`config.mk`:
```
export PLATFORM = sky130hd
export DESIGN_NAME = sync_phase_ctrl
export DESIGN_NICKNAME = d
export VERILOG_FILES = /design/src/rtl/sync_phase_ctrl.sv
export SDC_FILE = /design/constraint.sdc
export NUM_CORES = 1
export LEC_CHECK = 0
export BUFFER_PORTS_ARGS = -buffer_cell sky130_fd_sc_hd__buf_2
export CAP_MARGIN = 15
export CORE_ASPECT_RATIO = 0.8
export CORE_MARGIN = 1
export CORE_UTILIZATION = 25
export CTS_CLUSTER_SIZE = 28
export DETAILED_ROUTE_END_ITERATION = 7
export PLACE_DENSITY = 0.41
export SLEW_MARGIN = 20
export SYNTH_ARGS = -nofsm -noshare
export SYNTH_HDL_FRONTEND = slang
export SYNTH_SLANG_ARGS = --single-unit
```
`constraint.sdc`:
```
create_clock -name clock -period 8.36 [get_ports clock]
set_input_delay 2.508 -clock clock [delete_from_list [all_inputs] [get_ports clock]]
set_output_delay 2.508 -clock clock [all_outputs]
set_load 0.005 [all_outputs]
```
`src/rtl/sync_phase_ctrl.sv`:
```
// sync_phase_ctrl
//   Symbol-timing controller that sits after the RC matched filter. During a
//   search window of NSYM symbols it sums |i_rc_filter| for each of the OS
//   sample phases. It then locks to the phase with the largest sum and emits a
//   one-cycle strobe on every sample taken at that phase.
//
//   Ports
//     clock        rising-edge system clock
//     i_reset      asynchronous reset, active low
//     i_enable     block enable; 0 freezes all state and forces o_strobe low
//     i_valid      sample qualifier for i_rc_filter
//     i_rc_filter  signed filter output sample (S_IN bits)
//     i_restart    pulse: drop the lock and start a new search
//     o_phase      selected sample phase
//     o_locked     1 while locked
//     o_strobe     registered pulse one cycle after a locked-phase sample
//     o_busy       1 while searching or deciding

// One accumulator for each sample phase. A clear that coincides with a sample
// loads that sample, so a restart never drops the sample it arrives with.
module sync_phase_acc #(
    parameter int S_IN  = 10,
    parameter int ACC_W = 14
) (
    input  logic             clock,
    input  logic             i_reset,
    input  logic             clr,
    input  logic             add,
    input  logic [S_IN-1:0]  mag,
    output logic [ACC_W-1:0] acc
);
    always_ff @(posedge clock or negedge i_reset) begin
        if (!i_reset)  acc <= '0;
        else if (clr)  acc <= add ? ACC_W'(mag) : '0;
        else if (add)  acc <= acc + ACC_W'(mag);
    end
endmodule

module sync_phase_ctrl #(
    parameter int S_IN = 10,
    parameter int OS   = 4,
    parameter int NSYM = 16
) (
    input  logic                  clock,
    input  logic                  i_reset,
    input  logic                  i_enable,
    input  logic                  i_valid,
    input  logic [S_IN-1:0]       i_rc_filter,
    input  logic                  i_restart,
    output logic [$clog2(OS)-1:0] o_phase,
    output logic                  o_locked,
    output logic                  o_strobe,
    output logic                  o_busy
);
    localparam int ACC_W = S_IN + $clog2(NSYM);
    localparam int PH_W  = $clog2(OS);
    localparam int CNT_W = $clog2(NSYM * OS);

    typedef enum logic [1:0] {SEARCH, DECIDE, LOCKED} state_t;

    state_t            state_q, state_d;
    logic [PH_W-1:0]   ph;
    logic [CNT_W-1:0]  cnt;
    logic [S_IN-1:0]   mag;
    logic [ACC_W-1:0]  acc [OS];
    logic [PH_W-1:0]   best_idx;
    logic [ACC_W-1:0]  best_val;
    logic              qual, restart, add_en, last;

    assign qual    = i_enable & i_valid;
    assign restart = i_enable & i_restart;
    // A restart sample is accumulated into the freshly cleared window.
    assign add_en  = qual & (restart | (state_q == SEARCH));

    // Two's-complement magnitude in S_IN unsigned bits; the most negative
    // input maps to 2^(S_IN-1), which still fits.
    assign mag = i_rc_filter[S_IN-1] ? (~i_rc_filter + 1'b1) : i_rc_filter;

    // The window is counted in samples from the start of the search rather
    // than from phase wraps: a restart keeps ph, so the first symbol may be
    // partial, yet every phase must still receive exactly NSYM samples.
    assign last = qual & ~restart & (state_q == SEARCH) &
                  (cnt == CNT_W'(NSYM * OS - 1));

    for (genvar g = 0; g < OS; g++) begin : g_acc
        sync_phase_acc #(.S_IN(S_IN), .ACC_W(ACC_W)) u_acc (
            .clock   (clock),
            .i_reset (i_reset),
            .clr     (restart),
            .add     (add_en & (ph == PH_W'(g))),
            .mag     (mag),
            .acc     (acc[g])
        );
    end

    // Strict '>' keeps the lowest index on a tie.
    always_comb begin
        best_idx = '0;
        best_val = acc[0];
        for (int k = 1; k < OS; k++) begin
            if (acc[k] > best_val) begin
                best_idx = PH_W'(k);
                best_val = acc[k];
            end
        end
    end

    always_ff @(posedge clock or negedge i_reset) begin
        if (!i_reset) state_q <= SEARCH;
        else          state_q <= state_d;
    end

    always_comb begin
        state_d = state_q;
        if (restart) begin
            state_d = SEARCH;
        end else begin
            case (state_q)
                SEARCH:  if (last)     state_d = DECIDE;
                DECIDE:  if (i_enable) state_d = LOCKED;
                LOCKED:                state_d = LOCKED;
                default:               state_d = SEARCH;
            endcase
        end
    end

    always_ff @(posedge clock or negedge i_reset) begin
        if (!i_reset) begin
            ph       <= '0;
            cnt      <= '0;
            o_phase  <= '0;
            o_strobe <= 1'b0;
        end else begin
            if (qual) ph <= ph + 1'b1;

            if (restart)                           cnt <= qual ? CNT_W'(1) : '0;
            else if (qual && state_q == SEARCH)    cnt <= cnt + 1'b1;

            if (i_enable && !restart && state_q == DECIDE) o_phase <= best_idx;

            o_strobe <= qual & ~i_restart & (state_q == LOCKED) & (ph == o_phase);
        end
    end

    assign o_locked = (state_q == LOCKED);
    assign o_busy   = (state_q != LOCKED);
endmodule
```
# Yosys cells after proc, flatten, opt, wreduce, memory -nomap -nowiden
# Cells that the tools add are included.
dict set report op_classes {
  addsub 7
  n_lt_le_gt_ge 3
  n_eq_ne 10
  muxes 25
  bitwise 17
  n_reduce_logical 12
}
# operator n
set ops {}
lappend ops {{two-way mux 14 bit} 10}
lappend ops {{adder 14 x 10 -> 14 bit} 4}
lappend ops {{two-way mux 10 bit} 5}
lappend ops {{greater-than comparator 14 bit} 3}
lappend ops {{bitwise AND 1 bit} 13}
lappend ops {{two-way mux 6 bit} 2}
lappend ops {{adder 10 x 1 -> 10 bit (second input constant)} 1}
lappend ops {{two-way mux 2 bit} 5}
lappend ops {{inverter 10 bit} 1}
lappend ops {{nonzero test 2 bit} 5}
lappend ops {{adder 6 x 1 -> 6 bit (second input constant)} 1}
lappend ops {{equality test 2 bit (second input constant)} 3}
lappend ops {{equality test 6 bit (second input constant)} 1}
lappend ops {{!= test 3 bit (second input constant)} 2}
lappend ops {{case mux 2 bit (3 select lines)} 1}
lappend ops {{equality test 2 x 1 -> 1 bit (second input constant)} 2}
lappend ops {{zero test 2 bit} 2}
lappend ops {{logical AND 1 bit} 3}
lappend ops {{adder 2 x 1 -> 2 bit (second input constant)} 1}
lappend ops {{equality test 2 bit} 1}
lappend ops {{two-way mux 1 bit} 2}
lappend ops {{!= test 2 bit (second input constant)} 1}
lappend ops {{inverter 1 bit} 2}
lappend ops {{AND reduction 2 bit} 1}
lappend ops {{2 further kinds} 2}
dict set report word_totals {
  regBits 69
  in_bits 15
  output_inout_bits 5
  word_cells 83
}

# Longest topological paths before layout
# Gate-level depths: netlist of the first run.
dict set report depth {
  word_depth 8
  depth_mapped 25
}

# Cells and area by module
# Synthesis of the first run repeated with hierarchy kept, for this count alone.
dict set report hier_totals {
  cells_unflattened 736
  hier_area_um2 6590.1
}
# mod instances cells_each area_per_inst_um2 seq_area_each_um2
set modules_own_cells {}
lappend modules_own_cells {sync_phase_ctrl 1 272 2314.7 325.3}
lappend modules_own_cells {{sync_phase_acc at g_acc[0].u_acc ...} 2 115 1069.8 350.3}
lappend modules_own_cells {{sync_phase_acc at g_acc[2].u_acc} 1 119 1071.0 350.3}
lappend modules_own_cells {{sync_phase_acc at g_acc[1].u_acc} 1 115 1064.8 350.3}

# Worst setup path before layout of the first run
# Ideal clock, no wire load.
dict set report synth_path {
  path_kind {input -> register}
  startpoint {input port i_rc_filter[0]}
  endpoint {register g_acc[2].u_acc.acc[12]}
  arrival_ns 4.924
  required_ns 8.224
  slack_ns 3.299
  path_stages 11
  path_buffers 0
  cell_sequence {inv_1 > ha_1 > mux2i_1 > inv_1 > fa_1 > a211oi_1 > nor3b_1 > o31a_1 > o41ai_2 > or3_1 > a21oi_1}
}
dict set report synth_between {
  elab_chain_len 6
}
# element line_no
set synth_lines {}
lappend synth_lines {{from (decl)} 48} ;# input logic [S_IN-1:0] i_rc_filter,
lappend synth_lines {{inverter 10 bit} 77} ;# assign mag = i_rc_filter[S_IN-1] ? (~i_rc_filter + 1'b1) : i_rc_filter;
lappend synth_lines {{adder 10 x 1 -> 10 bit} 77}
lappend synth_lines {{two-way mux 10 bit *} 77}
lappend synth_lines {{adder 14 x 10 -> 14 bit *} 35} ;# else if (add) acc <= acc + ACC_W'(mag);
lappend synth_lines {{two-way mux 14 bit *} 35}
lappend synth_lines {{two-way mux 14 bit *} 34} ;# else if (clr) acc <= add ? ACC_W'(mag) : '0;
lappend synth_lines {{to (signal assigned)} 34}
lappend synth_lines {{to (signal assigned)} 35}
lappend synth_lines {{to (decl)} 30} ;# output logic [ACC_W-1:0] acc
# Every way passes the cells marked *; elsewhere a longest branch is shown, timed or not. The select of a mux whose other input is x is not followed.
# A chain may end at the register's enable or synchronous reset.

# Final worst setup path of the first run
dict set report layout_path {
  startpoint {register g_acc[0].u_acc.acc[12]}
  endpoint {register o_phase[0]}
}
dict set report layout_between {
  elab_chain_len 6
  elab_cells_between_ends 8
  cone_classes {3 x order compare; 5 x mux}
}
# element line_no
set layout_lines {}
lappend layout_lines {{from (decl)} 30}
lappend layout_lines {{from (signal assigned)} 34}
lappend layout_lines {{from (signal assigned)} 35}
lappend layout_lines {{greater-than comparator 14 bit} 101} ;# if (acc[k] > best_val) begin
lappend layout_lines {{two-way mux 14 bit} 101}
lappend layout_lines {{greater-than comparator 14 bit} 101}
lappend layout_lines {{two-way mux 14 bit} 101}
lappend layout_lines {{greater-than comparator 14 bit} 101}
lappend layout_lines {{two-way mux 2 bit *} 101}
lappend layout_lines {{to (signal assigned)} 139} ;# if (i_enable && !restart && state_q == DECIDE) o_phase <= best_idx;
lappend layout_lines {{to (decl)} 50} ;# output logic [$clog2(OS)-1:0] o_phase,
# Every way passes the cells marked *; elsewhere a longest branch is shown, timed or not.

==> key figures, run 1 <==
Min path
  • Worst hold path type: register to register

Worst setup path
  • WS Path Type: register to register
  • Setup slack, reg-to-reg: 1.92 ns
  • Most used cell, CP: o31a_1
  • Critical R2R Launch: g_acc[0].u_acc.acc[12]
  • Levels on crit path: 20
  • CP max FO: 24
  • Critical path's largest stage delay: 0.79 ns
  • Arrival @ worst endpoint: 6.68 ns
  • Crit path buffers/inverters: 2
  • Setup crit end kind: register
  • Reg2Reg Depth: 20
  • Cell family with most CP delay: compound AO/OA/AOI/OAI gates
  • Reg-to-reg critical path endpoint: o_phase[0]
  • CP Launch Type: register
  • Crit-path slowest cell: o31a_1
  • Critical Path Start: g_acc[0].u_acc.acc[12]
  • Worst setup path endpoint: o_phase[0]
  • Required @ worst endpoint: 8.60 ns
  • Worst-path cell chain: inv_1 > ha_1 > nand4_1 > nor2_2 > nand2_1 > a31oi_1 > nand3_1 > inv_1 > ha_1 > nand4_1 > nor2_1 > o31a_1 > o31a_1 > mux2i_1 > ha_1 > a21oi_1 > a21boi_0 > o31a_1 > o31a_1 > o31a_1

Detailed routing
  • DRC: 0
  • WL per Instance: 19.3 um
  • Routed vias/inst: 5.22
  • DRT iter0 DRCs: 448
  • First drt pass iteration count: 5
  • Final antenna-violating net count: 0
  • Via count: roughly 6.3k
  • Routed WL: roughly 23 mm

Clock tree
  • Clock-pin slew on the worst setup and hold paths: 0.06 ns
  • Hold_buf cts: 0
  • CTS Buf Count: 9
  • Post-CTS setup buffers: 0
  • Clk buf depth: 2
  • Sink Count: 69
  • Post-CTS sizing: 0
  • Root buffer cell: clkbuf_16
  • H-Tree Depth: 3
  • Worst skew pair latency: 0.36 ns
  • CTS tree: yes

Synthesis
  • Most common cell in the netlist: ha_1
  • Post-synthesis adder-cell area fraction: between 10% and 20%
  • Synth Area in Compound Gates: 24.7%
  • Main flop type after synthesis: dfrtp_1
  • Async SR Flop Fraction: 100%
  • Synth top cells by count: 91 x ha_1, 72 x nor2_1, 69 x dfrtp_1, 65 x nand2_1, 59 x a21oi_1
  • Number of synthesized register bits: 69
  • Syn Inst Count: 840
  • Post-synthesis mux area share: under 10%
  • Largest family of logic cells by synthesized area: compound AO/OA/AOI/OAI gates
  • Cell taking the most area after synthesis: dfrtp_1
  • Number of synthesized flops with an enable pin: 0
  • Net Count, Synth: 950
  • Yosys top cell area share: 24.9%
  • Synth area leaders: dfrtp_1 25%, ha_1 16%, a21oi_1 4.3%, nor2_1 3.9%, nand2_1 3.5%
  • Simple-gate share of the synthesized area: between 10% and 20%
  • Seq/Total Area, Yosys: 24.9%
  • Post-synth cell types: 61
  • Syn Std Cell Area: 6930 sq um
  • Synth Area in XOR/XNOR: 5.56%
  • Synthesized area per cell: 8.25 sq um
  • Synth warn: 0

Global route
  • Largest net degree at the start of global routing: 70
  • Vias in the first global route: 5937
  • First-pass GRT wire length: between 30 and 40 mm
  • GRT Overall Usage: between 15 and 20%
  • Initial antenna violation count: 0
  • GRT overflow: 0

Placed design
  • Pre-CTS setup slack: 1.96 ns
  • IO Port Bufs: 19
  • Final HPWL DP: 17.2 mm
  • GPL Wtd Cong: 0.816

Timing
  • Worst-Margin Slew: 1.15 ns
  • Slew HR: a little under a quarter
  • Final hold vios: 0
  • Tmin final: between 6 and 7 ns
  • Setup-failing EPs final: 0
  • RSZ-0062 raised after global routing: false
  • Max-slew violation count: 0
  • Setup WS post-layout: around 1.9 ns
  • Setup_tns: 0 ns
  • FMAX: 155 MHz
  • Clk_skew: 0.0112 ns
  • Final worst-path cycle share: 77.0%

Power
  • PwrDens: 376 nW/um^2
  • Leak: 3.50 nW
  • VDD IR max: about 210 uV

Die
  • Die area: between 20000 and 30000 sq um
  • # rows: 54
  • Starting density of the core: 25.5%
  • # IOs: 20
  • Die Y: 151 um
  • Die span in x: 188 um
  • Core area: 27200 sq um

Layout
  • Share of layout cells above drive strength 1: 7.40%
  • Nets: 956
  • Area grow syn2layout: 12.4%
  • Ant. Diodes: 0

Outcome
  • Outcome: completed

Run
  • Max-cap violations: 0
## report_power, final
| part | switching [mW] | leakage, nW | total [mW] | internal (mW) |
|---|---|---|---|---|
| clock network | 0.168 | 0.183 | 0.498 | 0.330 |
| logic | 1.21 | 2.38 | 1.92 | 0.712 |
| registers | 0.104 | 0.942 | 0.508 | 0.403 |
## worst min-delay path by stage
stage | slack [ns] | from | depth (start not counted) | end
after floorplan | 0.47 | state_q[1] | 2 | state_q[1]
after global placement | 0.51 | state_q[1] | 2 | state_q[1]
after detailed placement | 0.50 | state_q[1] | 2 | state_q[1]
after CTS | 0.52 | state_q[1] | 2 | state_q[1]
after global routing | 0.57 | state_q[1] | 2 | state_q[1]
final | 0.52 | state_q[1] | 2 | state_q[1]
## sequential cells by signal (all words and copies together) (netlist names)
register	count
g_acc.u_acc.acc	56
cnt	6
o_phase	2
ph	2
state_q	2
o_strobe	1
## per-stage QoR
stage          total power [mW]  cell area [sq um]  std cells  util [%]  hold slack, ns
6_report                   2.93               7790       1215      28.6           0.520
5_1_grt                    3.19               7790       1215      28.6           0.570
4_1_cts                    2.94               7790       1215      28.6           0.520
3_5_place_dp               2.42               7410       1199      27.2           0.501
3_3_place_gp               2.44               7410       1199      27.2           0.506
2_1_floorplan              1.94               6930        840         -           0.470
## routing by layer
metal | GRT usage [%] | wire [um]
met5 | 0 | 0
met4 | 4.51 | 353
met3 | 3.01 | 1090
met2 | 24.4 | 9550
met1 | 25.8 | 12500
## worst register-to-register path, stage by stage (launching register included)
cell,delay (ns)
dfrtp_1,0.43
inv_1,0.09
ha_1,0.32
nand4_1,0.23
nor2_2,0.63
nand2_1,0.68
a31oi_1,0.36
nand3_1,0.21
inv_1,0.10
ha_1,0.14
nand4_1,0.14
nor2_1,0.18
o31a_1,0.18
o31a_1,0.79
mux2i_1,0.37
ha_1,0.31
a21oi_1,0.15
a21boi_0,0.11
o31a_1,0.31
o31a_1,0.33
o31a_1,0.28
## layout make-up
type                    count  area (sq um)
well taps                 364           455
fillers                  2914         19400
flip-flops and latches     69          1730
multi-input cells         683          4860
inverters                  56           210
clock buffers              10           239
repair buffers             27           161
clock inverters             6           134
## layout by cell type (no fill, tap or decap), types with 16 or more instances in the layout
cell | netlist | routed
xor2_1 | 20 | 20
a21oi_1 | 59 | 59
o21ai_0 | 36 | 36
nor3_1 | 16 | 16
o211ai_1 | 22 | 22
ha_1 | 91 | 91
and2_1 | 18 | 17
nor2_1 | 72 | 72
mux2i_1 | 23 | 23
xnor2_1 | 24 | 24
a31oi_1 | 28 | 27
a21o_1 | 16 | 16
buf_2 | 7 | 18
o22ai_1 | 17 | 17
inv_1 | 56 | 56
nand2_1 | 65 | 65
nand3_1 | 30 | 30
dfrtp_1 | 69 | 69
## kinds of logic after synthesis
| logic type | Yosys count |
|---|---|
| buffers and inverters | 88 |
| and+or+nand+nor | 258 |
| xor gates and xnor gates | 44 |
| DFF | 69 |
| AOI/OAI and AO/OA | 258 |
| muxes | 28 |
| adders and majority gates | 95 |
(Power assumes the default switching activity.)
==> inputs of run 2 (changes only) <==
Settings changed: ABC_AREA set to 1, PLACE_DENSITY 0.41 to 0.42.
Clock period 8.36 ns to 5.3 ns, I/O delays scaled along.
==> run 2 against run 1 <==
Count of clock-buffer cells in the layout is 2 higher; combinational power increased by 110%; hold slack got worse by 0.011 ns; largest cell class unchanged.
==> key figures, run 2 <==
Die
  • Die Y: approximately 150 um
  • Core area: 28200 sq um
  • Starting density of the core: between 20 and 30%
  • Die span in x: 191 um
  • # rows: 55
  • # IOs: 20
  • Die area: 29400 sq um

Layout
  • Nets: between 1k and 1.5k
  • Largest regs: g_acc.u_acc.acc: 56 flops, cnt: 6 flops
  • Most common cell after layout, fill and taps aside: nand2_1
  • Most flops, register: g_acc.u_acc.acc
  • Area grow syn2layout: 12.1%
  • Share of layout cells above drive strength 1: 6.08%
  • Reg area: 1730 sq um
  • Most frequent cells in the layout: 402 x nand2_1, 129 x inv_1, 116 x nand3_1
  • Fin cells: between 1.5k and 2k
  • Area of the multi-input gates: 4830 sq um
  • Fillers: 3181
  • Largest register FFs: 56
  • Ant. Diodes: 0

Clock tree
  • CTS tree: yes
  • Worst skew pair latency: 0.35 ns
  • Clk buf depth: 2
  • Hold_buf cts: 0
  • H-Tree Depth: 3
  • Clock-pin slew on the worst setup and hold paths: 0.06 ns
  • CTS Buf Count: 9
  • Post-CTS setup buffers: 0
  • Sink Count: 69
  • Root buffer cell: clkbuf_16

Power
  • Switching share of power: 55.4%
  • PwrDens: 701 nW/um^2
  • Power share of the clock group: between 10% and 20%
  • Combinational share of power: 72.3%
  • Switching power: 3.12 mW
  • Leak: 4.42 nW
  • Int Pwr: 2.51 mW
  • Seq pwr share: around 15%
  • VDD IR max: 378 uV

Worst setup path
  • Crit path buffers/inverters: 3
  • Reg-to-reg critical path endpoint: o_phase[0]
  • Reg2Reg Depth: 30
  • Setup slack, reg-to-reg: 0.48 ns
  • Critical R2R Launch: g_acc[0].u_acc.acc[10]
  • Required @ worst endpoint: 5.54 ns
  • CP Launch Type: register
  • CP max FO: 17
  • Arrival @ worst endpoint: between 5 and 6 ns
  • Cell family with most CP delay: simple AND/OR/NAND/NOR gates
  • Crit-path slowest cell: dfrtp_1
  • Most used cell, CP: nand2_1
  • Critical path's largest stage delay: around 0.5 ns
  • WS Path Type: register to register
  • Setup crit end kind: register

Placed design
  • GPL Wtd Cong: 0.869
  • Placed Cells: about 1.5k
  • Final HPWL DP: just under 20 mm
  • IO Port Bufs: 19

Detailed routing
  • DRC: 0
  • DRT iter0 DRCs: 591
  • Routed vias/inst: around 4.6
  • First drt pass iteration count: 7
  • WL per Instance: 16.5 um
  • Via count: around 7k
  • Routed WL: between 20 and 30 mm
  • Final antenna-violating net count: 0

Synthesis
  • Yosys top cell area share: roughly a quarter
  • Syn Inst Count: 1126
  • Async SR Flop Fraction: 100%
  • Synth warn: 0
  • Syn Std Cell Area: 7170 sq um
  • Main flop type after synthesis: dfrtp_1
  • Cell taking the most area after synthesis: dfrtp_1
  • Post-synth cell types: 35
  • Net Count, Synth: 1236
  • Most common cell in the netlist: nand2_1
  • Synthesized area per cell: 6.37 sq um
  • Number of synthesized register bits: 69
  • Number of synthesized flops with an enable pin: 0
  • Synth top cells by count: 403 x nand2_1, 129 x inv_1, 116 x nand3_1, 91 x ha_1, 88 x nor2_1
  • Synth area leaders: dfrtp_1 24%, nand2_1 21%, ha_1 16%, nand3_1 8.1%, inv_1 6.8%
  • Seq/Total Area, Yosys: 24.1%

Timing
  • Setup-failing EPs final: 0
  • Max-slew violation count: 0
  • Setup_tns: 0 ns
  • Final worst-path cycle share: 90.9%
  • Final hold vios: 0
  • Tmin final: 4.82 ns
  • RSZ-0062 raised after global routing: false
  • Slew HR: 31.8%
  • Clk_skew: slightly above 0.009 ns
  • Worst-Margin Slew: 1.02 ns
  • FMAX: 208 MHz

Run
  • Max-cap violations: 0

Global route
  • Initial antenna violation count: 1
  • GRT overflow: 0
  • First-pass GRT wire length: 39.2 mm
  • Largest net degree at the start of global routing: 70
  • Vias in the first global route: 6596
  • GRT Overall Usage: 17.8%

Min path
  • Worst Hold End: o_strobe
  • Hold Path Stages: 1
  • HP Start: o_phase[0]
  • Worst hold path type: register to register

Outcome
  • Outcome: completed
[run 2: logic make-up (layout without fill, tap and decap cells)]
family	after synthesis	count (layout)	synth area share, %
flops	69	69	24.1
fa+ha+maj	95	95	17.0
buf+inv	155	181	8.72
xor+xnor	9	9	1.10
simple gates	669	669	39.3
compound gates	129	129	9.81
[run 2: through the flow]
| stage | utilization [%] | hold slack [ns] | setup WS (ns) | power, mW | cell area, sq um |
|---|---|---|---|---|---|
| global placement | 27.3 | 0.500 | 0.343 | 4.84 | 7690 |
| global route | 28.5 | 0.538 | 0.0651 | 6.32 | 8040 |
| detailed placement | 27.3 | 0.502 | 0.335 | 4.85 | 7690 |
| finish | 28.5 | 0.509 | 0.483 | 5.63 | 8040 |
| CTS | 28.5 | 0.509 | 0.285 | 5.62 | 8030 |
| floorplan | - | 0.456 | 1.59 | 3.86 | 7170 |
[run 2: layer usage]
metal | up-vias | wire, um | GRT usage [%] | part of all wire [%]
li1 | 3687 | - | - | -
met1 | 3182 | 13400 | 26.8 | 53
met2 | 151 | 9810 | 24.9 | 39
met3 | 24 | 1450 | 3.97 | 5.8
met4 | 0 | 497 | 5.10 | 2.0
met5 | - | 0 | 0 | 0
[run 2: power groups by stage]
stage,clock network [mW],registers (mW),logic [mW]
floorplan,0,0.775,3.09
global placement,0,0.839,4.00
detailed placement,0,0.838,4.02
CTS,0.754,0.828,4.04
global route,0.766,0.850,4.70
finish,0.731,0.830,4.07
[run 2: layout make-up]
class                      count  share of cell area, %
multi-input combinational    902                   60.1
sequential                    69                   21.5
inverter                     137                   6.39
tap                          370                   5.76
clock buffer                  12                   3.07
timing repair buffer          28                   2.05
clock inverter                 4                   1.18
[run 2: worst max path at each step]
stage	endpoint	slack (ns)	start	cells past startpoint
2_1_floorplan	g_acc[3].u_acc.acc[3]	1.59	i_rc_filter[1]	11
3_3_place_gp	o_phase[0]	0.34	g_acc[0].u_acc.acc[11]	32
3_5_place_dp	o_phase[1]	0.34	g_acc[0].u_acc.acc[10]	30
4_1_cts	o_phase[0]	0.28	g_acc[0].u_acc.acc[10]	30
5_1_grt	o_phase[0]	0.07	g_acc[0].u_acc.acc[10]	33
6_report	o_phase[0]	0.48	g_acc[0].u_acc.acc[10]	30
[run 2: timing repair]
item | CTS | global route
endpoints found under the setup margin | 0 | 2
hold endpoints to repair | 0 | 0
gates resized for setup | 0 | 2
